`src/rtl/bme280_sequencer.sv`:
```
// BME280 access sequencer: drives an I2C wrapper through soft reset,
// measurement-control write and chip-ID check, then loops a burst read of
// pressure/temperature/humidity bytes and publishes the assembled raw values.
module bme280_sequencer #(
  parameter int          TXN_CYCLES    = 4000,
  parameter int          BOOT_CYCLES   = 200000,
  parameter int          PERIOD_CYCLES = 10000000,
  parameter logic [7:0]  CHIP_ID       = 8'h60
) (
  input  logic        clk,
  input  logic        rst,
  input  logic        start,
  input  logic [7:0]  data_in,
  output logic [3:0]  register_selector,
  output logic        en,
  output logic        busy,
  output logic        id_error,
  output logic        sample_valid,
  output logic [19:0] press_raw,
  output logic [19:0] temp_raw,
  output logic [15:0] hum_raw
);

  typedef enum logic [2:0] {
    S_IDLE,
    S_SETUP,
    S_XFER,
    S_CAPTURE,
    S_BOOT_WAIT,
    S_PERIOD_WAIT,
    S_ERROR
  } state_t;

  // Step indices: 0 reset write, 1 ctrl_meas write, 2 ID read, 3..10 burst
  localparam logic [3:0]  STEP_RESET = 4'd0;
  localparam logic [3:0]  STEP_ID    = 4'd2;
  localparam logic [3:0]  STEP_BURST = 4'd3;
  localparam logic [3:0]  STEP_LAST  = 4'd10;

  // Terminal counts; counters run 0..N-1
  localparam logic [31:0] TXN_LAST    = 32'(TXN_CYCLES - 1);
  localparam logic [31:0] BOOT_LAST   = 32'(BOOT_CYCLES - 1);
  localparam logic [31:0] PERIOD_LAST = 32'(PERIOD_CYCLES - 1);

  state_t      r_state;
  logic [3:0]  r_step;
  logic [31:0] r_cnt;
  logic [3:0]  r_sel;
  logic        r_en;
  logic        r_busy;
  logic        r_id_error;
  logic        r_sample_valid;
  logic [19:0] r_press;
  logic [19:0] r_temp;
  logic [15:0] r_hum;
  logic [7:0]  r_byte [0:7];

  logic [3:0]  w_next_step;
  logic [3:0]  w_next_code;

  // Wrapper operation code for a given step index
  function automatic logic [3:0] f_step_code(input logic [3:0] step);
    case (step)
      4'd0:    f_step_code = 4'd7;
      4'd1:    f_step_code = 4'd5;
      4'd2:    f_step_code = 4'd1;
      default: f_step_code = 4'(step + 4'd5);
    endcase
  endfunction

  // The burst wraps from the last read back to the first burst read
  assign w_next_step = (r_step == STEP_LAST) ? STEP_BURST : 4'(r_step + 4'd1);
  assign w_next_code = f_step_code(w_next_step);

  assign register_selector = r_sel;
  assign en                = r_en;
  assign busy              = r_busy;
  assign id_error          = r_id_error;
  assign sample_valid      = r_sample_valid;
  assign press_raw         = r_press;
  assign temp_raw          = r_temp;
  assign hum_raw           = r_hum;

  // Sequencer FSM with registered outputs
  always_ff @(posedge clk) begin
    r_sample_valid <= 1'b0;
    if (rst) begin
      r_state    <= S_IDLE;
      r_step     <= 4'd0;
      r_cnt      <= 32'd0;
      r_sel      <= 4'd0;
      r_en       <= 1'b0;
      r_busy     <= 1'b0;
      r_id_error <= 1'b0;
      r_press    <= 20'd0;
      r_temp     <= 20'd0;
      r_hum      <= 16'd0;
    end else begin
      case (r_state)
        S_IDLE: begin
          if (start) begin
            r_state <= S_SETUP;
            r_step  <= STEP_RESET;
            r_sel   <= f_step_code(STEP_RESET);
            r_busy  <= 1'b1;
          end
        end
        S_SETUP: begin
          r_state <= S_XFER;
          r_en    <= 1'b1;
          r_cnt   <= 32'd0;
        end
        S_XFER: begin
          if (r_cnt == TXN_LAST) begin
            r_state <= S_CAPTURE;
            r_en    <= 1'b0;
            r_cnt   <= 32'd0;
          end else begin
            r_cnt <= r_cnt + 32'd1;
          end
        end
        S_CAPTURE: begin
          if (r_step == STEP_RESET) begin
            r_state <= S_BOOT_WAIT;
            r_cnt   <= 32'd0;
          end else if (r_step == STEP_ID && data_in != CHIP_ID) begin
            r_state    <= S_ERROR;
            r_id_error <= 1'b1;
            r_sel      <= 4'd0;
            r_busy     <= 1'b0;
          end else if (r_step == STEP_LAST) begin
            // Publish all three values at once; the wait counter stays
            // frozen during this pulse cycle
            r_state        <= S_PERIOD_WAIT;
            r_cnt          <= 32'd0;
            r_sample_valid <= 1'b1;
            r_press        <= {r_byte[0], r_byte[1], r_byte[2][7:4]};
            r_temp         <= {r_byte[3], r_byte[4], r_byte[5][7:4]};
            r_hum          <= {r_byte[6], data_in};
          end else begin
            r_state <= S_SETUP;
            r_step  <= w_next_step;
            r_sel   <= w_next_code;
          end
        end
        S_BOOT_WAIT: begin
          if (r_cnt == BOOT_LAST) begin
            r_state <= S_SETUP;
            r_step  <= w_next_step;
            r_sel   <= w_next_code;
            r_cnt   <= 32'd0;
          end else begin
            r_cnt <= r_cnt + 32'd1;
          end
        end
        S_PERIOD_WAIT: begin
          if (!r_sample_valid) begin
            if (r_cnt == PERIOD_LAST) begin
              r_state <= S_SETUP;
              r_step  <= w_next_step;
              r_sel   <= w_next_code;
              r_cnt   <= 32'd0;
            end else begin
              r_cnt <= r_cnt + 32'd1;
            end
          end
        end
        S_ERROR: begin
          r_en <= 1'b0;
        end
        default: begin
          r_state <= S_ERROR;
          r_sel   <= 4'd0;
          r_en    <= 1'b0;
          r_busy  <= 1'b0;
        end
      endcase
    end
  end

  // Burst byte slots; payload storage only, so no reset
  always_ff @(posedge clk) begin
    if (!rst && r_state == S_CAPTURE && r_step >= STEP_BURST) begin
      r_byte[3'(r_step - STEP_BURST)] <= data_in;
    end
  end

endmodule

```
`config.mk`:
```
export PLATFORM = sky130hd
export DESIGN_NAME = bme280_sequencer
export DESIGN_NICKNAME = d
export VERILOG_FILES = /design/src/rtl/bme280_sequencer.sv
export SDC_FILE = /design/constraint.sdc
export NUM_CORES = 1
export LEC_CHECK = 0
export CAP_MARGIN = 20
export CORE_UTILIZATION = 40
export DETAILED_ROUTE_END_ITERATION = 12
export DONT_BUFFER_PORTS = 1
export GPL_TIMING_DRIVEN = 1
export SYNTH_ARGS = -nofsm -noshare
export SYNTH_HDL_FRONTEND = slang
export SYNTH_SLANG_ARGS = --single-unit
export TNS_END_PERCENT = 30
```
`constraint.sdc`:
```
create_clock -name clk -period 7.9 [get_ports clk]
set_clock_uncertainty 0.05 [all_clocks]
set_input_delay 1.185 -clock clk [delete_from_list [all_inputs] [get_ports clk]]
set_output_delay 1.185 -clock clk [all_outputs]
set_load 0.1 [all_outputs]
```
==> impl_metrics.toml <==
[place]
routabilityCongestion = 0.808
pre_cts_ws_ns = 4.18
io_buffers = 0
placed_area_sq_um = 6470
dp.cells = 860
place_hpwl_um = 9110

[synth]
ys_warn_count = 0
syn_area_sq_um = 6310
async_flop_share = 0
synth.ff_latch_count = 151
synthCells = 683
synth-edff-count = 48
netlist_top_cells_area = "dfxtp_1 33%, edfxtp_1 23%, nand2_1 9.3%"
synth_ff_type = "dfxtp_1"
synth.distinct_cells = 59
synth_top_area_cell = "dfxtp_1"
synth_top_area_share = 0.327
seq_area_frac_synth = 0.555
syn_nets = 701
avgSynthCellArea_sq_um = 9.24

[timing]
tns_ns = 0
fmax_mhz = 309
setup_viol = 0
setup_ws_ns = 4.67
period_share = 0.409
whs_ns = 0.444
worst_pin_slew_ns = 1.08
final_max_slew_viol_count = 0
hold_viol = 0
rsz0062_at_grt = "no"
period_needed_ns = 3.23
slew_headroom = 0.282

[clock_tree]
postCtsSetupRepairBufs = 0
cts.sinks = 151
clk_latency_ns = 0.43
cts_tree = "done"
cts_buffer_depth = 2
path_clk_slew_ns = 0.06
holdBufCountCts = 0
clockRootBuffer = "clkbuf_16"
cts_buffers = 17
cts_resized = 0
htreeDepth = 4

[layout]
areaGrowthSynthToFinish_pct = 12.0
fin_cells = 893
final_area_sq_um = 7070
n_antenna_cell = 0
final_util = 0.462
finalNetCount = 687
final_common_cell = "nand2_1"
mostFrequentLayoutCells = "157 x nand2_1, 103 x dfxtp_1, 78 x a21oi_1"
drive_gt1_frac = 0.0806

[global_route]
antenna_found_initial = 0
grt_max_degree = 99
grt_pass1_wl_um = 22600
gr-total-overflow = 0
grt_pass1_vias = 4398
grt_usage = 0.180

[routing]
drc = 0
wl_um = 14100
vias_per_cell = 5.40
drtAntennaViolNets = 0
drt_iter0_markers = 302
vias = 4825
first_pass_iters = 5
routedWlPerCell_um = 15.8

[setup_path]
cp.required_ns = 8.15
startpoint_type = "register"
crit-reg2reg-launch = "r_state[0]$_SDFFE_PP0P_"
critPathLaunch = "r_state[0]$_SDFFE_PP0P_"
end_kind = "register"
path_class = "register to register"
path_max_fanout = 16
cp.arrival_ns = 3.49

[min_path]
min_path_type = "register to register"
hold_path_startpoint = "r_cnt[1]$_SDFFE_PP0P_"

[power_and_ir_drop]
peakVddDrop_uv = 168
leakagePower_nw = 2.16
power.total_mw = 1.75
pwr_density_cell_nw_per_um2 = 247

[floorplan]
die_h_um = 128
row_count = 45
dieArea_sq_um = 16300
initial_core_util = 0.412
io_pins = 75
coreArea_sq_um = 15300
fp.dieW_um = 128

[outcome]
outcome = "completed"

[job]
maxCapViolations = 0
## layer usage
metal / track usage / share of wire / up-vias
met5: 0 / 0 / -
met4: 0.0775 / 0.017 / 0
met3: 0.0641 / 0.076 / 21
met2: 0.278 / 0.46 / 144
met1: 0.228 / 0.45 / 2280
li1: - / - / 2380
## layout make-up
type	instances	area, sq um
Clock buffer	17	425
Tap cell	211	264
Sequential cell	151	3500
Multi-Input combinational cell	476	2600
Fill cell	1478	8240
Inverter	16	60.1
Timing Repair Buffer	7	72.6
Clock inverter	15	149
## cell usage after synthesis, drive strengths merged (7+ instances only)
cell,instances
edfxtp,48
nor3,29
buf,9
inv,16
dfxtp,103
ha,7
nand3,28
nor4,12
nor2b,7
nand4,8
clkbuf,31
a31oi,8
o21ai,9
xnor2,15
a21oi,78
nand2,157
nor2,35
## path summary, 6_finish.rpt
path,to,slack [ns],cells after the start
max reg2reg,r_cnt[21]$_SDFFE_PP0P_,4.67,7
min,r_cnt[1]$_SDFFE_PP0P_,0.44,2
max,r_cnt[21]$_SDFFE_PP0P_,4.67,7
min reg2reg,r_cnt[1]$_SDFFE_PP0P_,0.44,2
## critical path, cell delays in order (launching register included)
cell	delay (ns)
dfxtp_1	0.53
or4bb_1	0.51
or4_1	0.46
a2111oi_4	0.56
o22ai_2	0.29
buf_4	0.30
o21bai_4	0.32
nor2_1	0.09
## where the power goes
part | switching (mW) | internal (mW) | leakage (nW)
clock network | 0.366 | 0.421 | 0.278
registers | 0.0498 | 0.807 | 1.26
logic | 0.0713 | 0.0337 | 0.621
## flip-flops by register name (all words and copies together), names as in the netlist
name	count
press_raw	20
r_state	3
r_byte	48
en	1
busy	1
id_error	1
r_cnt	32
r_step	4
temp_raw	20
register_selector	4
sample_valid	1
hum_raw	16
## kinds of logic after synthesis
| family | Yosys count | synth area share |
|---|---|---|
| and+or+nand+nor | 317 | 0.235 |
| DFF | 151 | 0.555 |
| AOI/OAI and AO/OA | 131 | 0.131 |
| buffers and inverters | 56 | 0.0357 |
| xor gates and xnor gates | 18 | 0.0250 |
| adders and majority gates | 7 | 0.0139 |
| muxes | 3 | 0.00495 |
No activity file was read; power rests on OpenSTA's default activity.
